$ cat config.mk
export PLATFORM = sky130hd
export DESIGN_NAME = aes_key_schedule_seq
export DESIGN_NICKNAME = d
export VERILOG_FILES = /design/src/rtl/aes_key_schedule_seq.sv
export SDC_FILE = /design/constraint.sdc
export NUM_CORES = 2
export LEC_CHECK = 0
export CAP_MARGIN = 0
export CORE_ASPECT_RATIO = 0.6
export CORE_MARGIN = 4
export CORE_UTILIZATION = 40
export CTS_CLUSTER_DIAMETER = 120
export DETAILED_ROUTE_END_ITERATION = 12
export HOLD_SLACK_MARGIN = 0.08
export PLACE_DENSITY_LB_ADDON = 0.3
export SLEW_MARGIN = 10
export SYNTH_ARGS = -nofsm -noshare
export SYNTH_HDL_FRONTEND = slang
export SYNTH_SLANG_ARGS = --single-unit
$ cat constraint.sdc
create_clock -name clk -period 6.7 [get_ports clk]
set_input_delay 1.34 -clock clk [delete_from_list [all_inputs] [get_ports clk]]
set_output_delay 1.34 -clock clk [all_outputs]
set_load 0.1 [all_outputs]
$ cat src/rtl/aes_key_schedule_seq.sv
// aes_key_schedule_seq
// Word-serial AES key expansion for 128/192/256-bit keys. The engine produces one
// 32-bit schedule word per cycle through a single 4-byte S-box path. Every fourth
// word completes a 128-bit round key, which is offered on a valid/ready stream.
//
// Ports:
//   clk, n_rst         clock (rising edge), asynchronous active-low reset
//   start, key_len     job request (taken only while busy=0), key size 00/01/10
//   key_in             left-justified cipher key, w0 = key_in[255:224]
//   abort              synchronous job cancel (no done pulse)
//   rk_data, rk_idx    round key {w4k..w4k+3} and its index k
//   rk_valid, rk_ready round-key stream handshake
//   busy, done, err    job active, end-of-job pulse, rejected-start pulse
//
// Handshake: a round key transfers on a rising edge where rk_valid=1 and rk_ready=1.
// Once rk_valid is raised, rk_data/rk_idx hold steady until that transfer (or an
// abort/reset). Word generation pauses while an offered key is not accepted.
module aes_key_schedule_seq #(
   parameter int         MAX_KEY_BITS = 256,
   parameter logic [7:0] RCON_INIT    = 8'h01
) (
   input  logic         clk,
   input  logic         n_rst,
   input  logic         start,
   input  logic [1:0]   key_len,
   input  logic [255:0] key_in,
   input  logic         abort,
   output logic [127:0] rk_data,
   output logic [3:0]   rk_idx,
   output logic         rk_valid,
   input  logic         rk_ready,
   output logic         busy,
   output logic         done,
   output logic         err
);

   typedef enum logic [1:0] {IDLE = 2'd0, GEN = 2'd1, HOLD = 2'd2, FIN = 2'd3} state_t;

   localparam logic [7:0] SBOX [256] = '{
      8'h63, 8'h7c, 8'h77, 8'h7b, 8'hf2, 8'h6b, 8'h6f, 8'hc5, 8'h30, 8'h01, 8'h67, 8'h2b, 8'hfe, 8'hd7, 8'hab, 8'h76,
      8'hca, 8'h82, 8'hc9, 8'h7d, 8'hfa, 8'h59, 8'h47, 8'hf0, 8'had, 8'hd4, 8'ha2, 8'haf, 8'h9c, 8'ha4, 8'h72, 8'hc0,
      8'hb7, 8'hfd, 8'h93, 8'h26, 8'h36, 8'h3f, 8'hf7, 8'hcc, 8'h34, 8'ha5, 8'he5, 8'hf1, 8'h71, 8'hd8, 8'h31, 8'h15,
      8'h04, 8'hc7, 8'h23, 8'hc3, 8'h18, 8'h96, 8'h05, 8'h9a, 8'h07, 8'h12, 8'h80, 8'he2, 8'heb, 8'h27, 8'hb2, 8'h75,
      8'h09, 8'h83, 8'h2c, 8'h1a, 8'h1b, 8'h6e, 8'h5a, 8'ha0, 8'h52, 8'h3b, 8'hd6, 8'hb3, 8'h29, 8'he3, 8'h2f, 8'h84,
      8'h53, 8'hd1, 8'h00, 8'hed, 8'h20, 8'hfc, 8'hb1, 8'h5b, 8'h6a, 8'hcb, 8'hbe, 8'h39, 8'h4a, 8'h4c, 8'h58, 8'hcf,
      8'hd0, 8'hef, 8'haa, 8'hfb, 8'h43, 8'h4d, 8'h33, 8'h85, 8'h45, 8'hf9, 8'h02, 8'h7f, 8'h50, 8'h3c, 8'h9f, 8'ha8,
      8'h51, 8'ha3, 8'h40, 8'h8f, 8'h92, 8'h9d, 8'h38, 8'hf5, 8'hbc, 8'hb6, 8'hda, 8'h21, 8'h10, 8'hff, 8'hf3, 8'hd2,
      8'hcd, 8'h0c, 8'h13, 8'hec, 8'h5f, 8'h97, 8'h44, 8'h17, 8'hc4, 8'ha7, 8'h7e, 8'h3d, 8'h64, 8'h5d, 8'h19, 8'h73,
      8'h60, 8'h81, 8'h4f, 8'hdc, 8'h22, 8'h2a, 8'h90, 8'h88, 8'h46, 8'hee, 8'hb8, 8'h14, 8'hde, 8'h5e, 8'h0b, 8'hdb,
      8'he0, 8'h32, 8'h3a, 8'h0a, 8'h49, 8'h06, 8'h24, 8'h5c, 8'hc2, 8'hd3, 8'hac, 8'h62, 8'h91, 8'h95, 8'he4, 8'h79,
      8'he7, 8'hc8, 8'h37, 8'h6d, 8'h8d, 8'hd5, 8'h4e, 8'ha9, 8'h6c, 8'h56, 8'hf4, 8'hea, 8'h65, 8'h7a, 8'hae, 8'h08,
      8'hba, 8'h78, 8'h25, 8'h2e, 8'h1c, 8'ha6, 8'hb4, 8'hc6, 8'he8, 8'hdd, 8'h74, 8'h1f, 8'h4b, 8'hbd, 8'h8b, 8'h8a,
      8'h70, 8'h3e, 8'hb5, 8'h66, 8'h48, 8'h03, 8'hf6, 8'h0e, 8'h61, 8'h35, 8'h57, 8'hb9, 8'h86, 8'hc1, 8'h1d, 8'h9e,
      8'he1, 8'hf8, 8'h98, 8'h11, 8'h69, 8'hd9, 8'h8e, 8'h94, 8'h9b, 8'h1e, 8'h87, 8'he9, 8'hce, 8'h55, 8'h28, 8'hdf,
      8'h8c, 8'ha1, 8'h89, 8'h0d, 8'hbf, 8'he6, 8'h42, 8'h68, 8'h41, 8'h99, 8'h2d, 8'h0f, 8'hb0, 8'h54, 8'hbb, 8'h16
   };

   function automatic logic [31:0] sub_word(input logic [31:0] w);
      return {SBOX[w[31:24]], SBOX[w[23:16]], SBOX[w[15:8]], SBOX[w[7:0]]};
   endfunction

   state_t         state_q, state_d;
   logic [255:0]   key_q;
   logic [3:0]     nk_q;        // words per key: 4/6/8
   logic [3:0]     nr_q;        // last round-key index: 10/12/14
   logic [5:0]     i_q;         // index of the next schedule word
   logic [2:0]     cnt_q;       // i_q mod nk_q, kept as a counter since nk=6 is not a power of two
   logic [7:0]     rcon_q;
   logic [31:0]    win_q [8];   // win_q[0] = w[i-1], win_q[j] = w[i-1-j]
   logic [127:0]   rk_data_q;
   logic [3:0]     rk_idx_q;
   logic           rk_valid_q;
   logic           err_q;

   logic           legal, accept, reject, xfer, stall, last_xfer, gen_en, words_done;
   logic [2:0]     old_sel;
   logic [31:0]    key_w [8];
   logic [31:0]    prev_w, sub_in, sub_out, w_new;

   assign rk_data  = rk_data_q;
   assign rk_idx   = rk_idx_q;
   assign rk_valid = rk_valid_q;
   assign err      = err_q;

   always_comb begin
      legal = 1'b0;
      case (key_len)
         2'b00:   legal = (MAX_KEY_BITS >= 128);
         2'b01:   legal = (MAX_KEY_BITS >= 192);
         2'b10:   legal = (MAX_KEY_BITS >= 256);
         default: legal = 1'b0;
      endcase
   end

   assign accept     = (state_q == IDLE) && start && legal;
   assign reject     = (state_q == IDLE) && start && !legal;
   assign xfer       = rk_valid_q && rk_ready;
   assign stall      = rk_valid_q && !rk_ready;
   assign last_xfer  = xfer && (rk_idx_q == nr_q);
   assign words_done = (i_q > {nr_q, 2'b11});
   assign gen_en     = (state_q == GEN) && !abort && !stall && !words_done;
   // nk=8 wraps to 0 in three bits, so minus one lands on 7 as required.
   assign old_sel    = 3'(nk_q - 4'd1);

   // Next-state and status outputs.
   always_comb begin
      state_d = state_q;
      busy    = (state_q != IDLE);
      done    = (state_q == FIN);
      case (state_q)
         IDLE: if (accept) state_d = GEN;
         GEN: begin
            if (abort)          state_d = IDLE;
            else if (last_xfer) state_d = FIN;
            else if (stall)     state_d = HOLD;
         end
         HOLD: begin
            if (abort)          state_d = IDLE;
            else if (last_xfer) state_d = FIN;
            else if (xfer)      state_d = GEN;
         end
         FIN:     state_d = IDLE;
         default: state_d = IDLE;
      endcase
   end

   // Next schedule word from the latched key or the history window.
   always_comb begin
      for (int j = 0; j < 8; j++) key_w[j] = key_q[255 - 32*j -: 32];
      prev_w  = win_q[0];
      sub_in  = (cnt_q == 3'd0) ? {prev_w[23:0], prev_w[31:24]} : prev_w;
      sub_out = sub_word(sub_in);
      if (i_q < {2'b00, nk_q})
         w_new = key_w[i_q[2:0]];
      else if (cnt_q == 3'd0)
         w_new = win_q[old_sel] ^ sub_out ^ {rcon_q, 24'h0};
      else if ((nk_q == 4'd8) && (cnt_q == 3'd4))
         w_new = win_q[old_sel] ^ sub_out;
      else
         w_new = win_q[old_sel] ^ prev_w;
   end

   always_ff @(posedge clk or negedge n_rst) begin
      if (!n_rst) state_q <= IDLE;
      else        state_q <= state_d;
   end

   always_ff @(posedge clk or negedge n_rst) begin
      if (!n_rst) begin
         key_q      <= '0;
         nk_q       <= '0;
         nr_q       <= '0;
         i_q        <= '0;
         cnt_q      <= '0;
         rcon_q     <= '0;
         for (int j = 0; j < 8; j++) win_q[j] <= '0;
         rk_data_q  <= '0;
         rk_idx_q   <= '0;
         rk_valid_q <= 1'b0;
         err_q      <= 1'b0;
      end else begin
         err_q <= reject;
         if (accept) begin
            key_q  <= key_in;
            rcon_q <= RCON_INIT;
            i_q    <= '0;
            cnt_q  <= '0;
            case (key_len)
               2'b00:   begin nk_q <= 4'd4; nr_q <= 4'd10; end
               2'b01:   begin nk_q <= 4'd6; nr_q <= 4'd12; end
               default: begin nk_q <= 4'd8; nr_q <= 4'd14; end
            endcase
         end
         if (abort && (state_q != IDLE)) begin
            rk_valid_q <= 1'b0;
         end else begin
            if (xfer) rk_valid_q <= 1'b0;
            if (gen_en) begin
               win_q[0] <= w_new;
               for (int j = 1; j < 8; j++) win_q[j] <= win_q[j-1];
               i_q   <= i_q + 6'd1;
               cnt_q <= ({1'b0, cnt_q} == nk_q - 4'd1) ? 3'd0 : cnt_q + 3'd1;
               // Rcon is consumed by the word just generated; advance to xtime(rcon).
               if ((cnt_q == 3'd0) && (i_q >= {2'b00, nk_q}))
                  rcon_q <= {rcon_q[6:0], 1'b0} ^ (rcon_q[7] ? 8'h1b : 8'h00);
               if (i_q[1:0] == 2'b11) begin
                  rk_data_q  <= {win_q[2], win_q[1], win_q[0], w_new};
                  rk_idx_q   <= i_q[5:2];
                  rk_valid_q <= 1'b1;
               end
            end
         end
      end
   end

endmodule
==> out/qor.csv <==
metric;value;unit
status;finished with violations;
failing checks;design-rule violations;
Post-synth top cells;2021 x nand2_1, 671 x dfrtp_1, 314 x clkbuf_1;
Mapped Nets;5809;
RSZ-0062 raised after global routing;no;
Design Area, Final;51700;µm²
syn avg cell area;7.98;µm²
global-route wire length before repair;322000;µm
register area share after synthesis;38.2;%
Global Route Usage Sum;37.5;%
DRT Pass-1 Iters;9;
Multi-input gate area;25000;µm²
CTS Buffer Depth;3;
port bufs;398;
most area-consuming cells after synthesis;dfrtp_1 38%, nand2_1 17%, mux4_2 4.9%, o21ai_0 2.8%, clkbuf_1 2.7%;
Initial Utilization;40.6;%
fillcell total;10400;
IO Count;399;
Setup Buffers After CTS;0;
die height;265;µm
worst slew pin tran;1.34;ns
Slew Limit Fails;0;
Post-synth EDFFs;0;
P&R area growth vs syn;17.6;%
per-cell routed wire length;31.3;µm
Final Setup Violations;0;
largest net degree at the start of global routing;197;
Inserted Clock Buffers;70;
initial antenna violation count;18;
1st-iter DRT viols;7525;
GRT Residual Overflow;0;
DIE AREA;115000;µm²
Post-Synthesis Cells;5503;
final WL;224000;µm
routed vias;46700;
cell taking the most area after synthesis;dfrtp_1;
CTS tree;built;
Nets;5969;
Fmax achieved;186;MHz
Final min period;5.39;ns
CP Max Fanout;21;
Worst R2R Setup Slack;1.31;ns
chip width;436;µm
# rows;93;
CTS Root Cell;clkbuf_16;
vias in the first global route;43600;
area of the mapped netlist;43900;µm²
#FFs+latches synth;671;
number of nets with antenna violations after routing;0;
post_cts resized;0;
yosys warns;0;
Final period util;80.4;%
top-area cell type share of the netlist area;38.2;%
hold crit path type;register to register;
Sink Count;671;
max-cap violation count;0;
Area after DPL;49300;µm²
slew margin rel.;9.72;%
CTS Hold Bufs;0;
CP Class;register to register;
Final Hold Viols;0;
Worst-path clk slew;0.07;ns
top-count cell post-synth;nand2_1;
share of cells above drive strength 1;9.59;%
Max Clock Skew;0.0678;ns
Async S/R FF share, synth;100;%
core box area;108000;µm²
Crit path required time;7.21;ns
type of origin of the critical path;register;
DRC violations left;3;
Netlist cell types;108;
Detailed Place HPWL;163000;µm
Skew-Pair Late Insertion Delay;0.69;ns
nature of the critical path endpoint;register;
leading register cell type out of synthesis;dfrtp_1;
Reg area;16800;µm²
Vias/cell;6.52;
CP Data Arrival Time;5.90;ns
CTS H-tree depth;3;
TNS Setup;0;ns
Routability Congestion;1.10;
==> layer usage <==
| metal | up-vias | part of all wire (%) | wire length, µm | track usage [%] |
|---|---|---|---|---|
| met5 | - | 0.13 | 292 | 0 |
| met4 | 16 | 3.3 | 7430 | 10.9 |
| met3 | 417 | 14 | 31600 | 16.1 |
| met2 | 3087 | 38 | 84400 | 47.7 |
| met1 | 23400 | 45 | 100000 | 56.4 |
| li1 | 19700 | - | - | - |
==> registers in the layout, summed over array words and instances (netlist names) <==
| name | cells |
|---|---|
| err | 1 |
| cnt_q | 3 |
| rcon_q | 8 |
| key_q | 256 |
| nr_q | 3 |
| win_q | 224 |
| rk_idx | 4 |
| rk_valid | 1 |
| prev_w | 32 |
| i_q | 6 |
| state_q | 2 |
| nk_q | 3 |
| rk_data | 128 |
==> worst paths after layout <==
kind	depth (start not counted)	start	to
setup / recovery	13	cnt_q[0]	rk_data[16]
hold / removal	2	win_q[117]	win_q[85]
setup reg to reg	13	cnt_q[0]	rk_data[16]
hold reg to reg	2	win_q[117]	win_q[85]
max in group asynchronous	2	n_rst	i_q[0]
min in group asynchronous	1	n_rst	key_q[22]
==> kinds of logic (layout without fill, tap and decap cells) <==
| logic type | count (synthesis) | in the layout | synth area share [%] |
|---|---|---|---|
| adder cells (fa/ha/maj) | 43 | 43 | 1.22 |
| multiplexers | 257 | 257 | 8.89 |
| buffers and inverters | 551 | 762 | 5.45 |
| flip-flops | 671 | 671 | 38.2 |
| XOR/XNOR | 52 | 52 | 1.04 |
| other | 0 | 16 | 0 |
| AND/OR/NAND/NOR | 2667 | 2667 | 25.0 |
| AO/OA/AOI/OAI | 1262 | 1262 | 20.2 |
==> area by class of cell <==
class | count | area share (%)
inverter | 57 | 0.414
sequential | 671 | 32.5
multi-input combinational | 4281 | 48.3
timing repair buffer | 582 | 10.6
antenna | 16 | 0.0775
clock buffer | 98 | 3.79
tap | 1425 | 3.45
clock inverter | 25 | 0.787
==> critical path, stage by stage (launching register included) <==
cell and delay, ns:
dfrtp_1 0.43, inv_1 0.08, ha_1 0.23, nor2b_4 0.48, mux2_2 0.57, ha_1 0.75, a211oi_1 0.94, nand2_1 0.11
a21oi_1 0.25, o21ai_0 0.12, a21oi_1 0.35, a32oi_1 0.17, xor2_1 0.51, o21ai_0 0.21
==> placed cells by master, fill, tap and decap left out, types with 96 or more instances in the layout <==
master,n
dfrtp_1,667
buf_4,177
nor2_1,224
a21oi_1,219
mux4_2,96
nand3_1,104
o21ai_0,247
nor3_1,111
clkdlybuf4s50_1,393
nand2_1,2019
o211ai_1,115
a211oi_1,104
==> stage by stage <==
| stage | setup WS (ns) | std cells | utilization (%) | hold slack [ns] |
|---|---|---|---|---|
| 2_1_floorplan | 2.55 | 5503 | - | 0.439 |
| 3_3_place_gp | 1.63 | 7016 | 45.6 | 0.444 |
| 3_5_place_dp | 1.60 | 7016 | 45.6 | 0.450 |
| 4_1_cts | 1.56 | 7139 | 47.8 | 0.446 |
| 5_1_grt | 1.14 | 7147 | 47.8 | 0.480 |
| 6_report | 1.31 | 7155 | 47.8 | 0.458 |
Power is not shown: default switching activity piles up to over one toggle a cycle in this logic, so the estimate is an artifact.
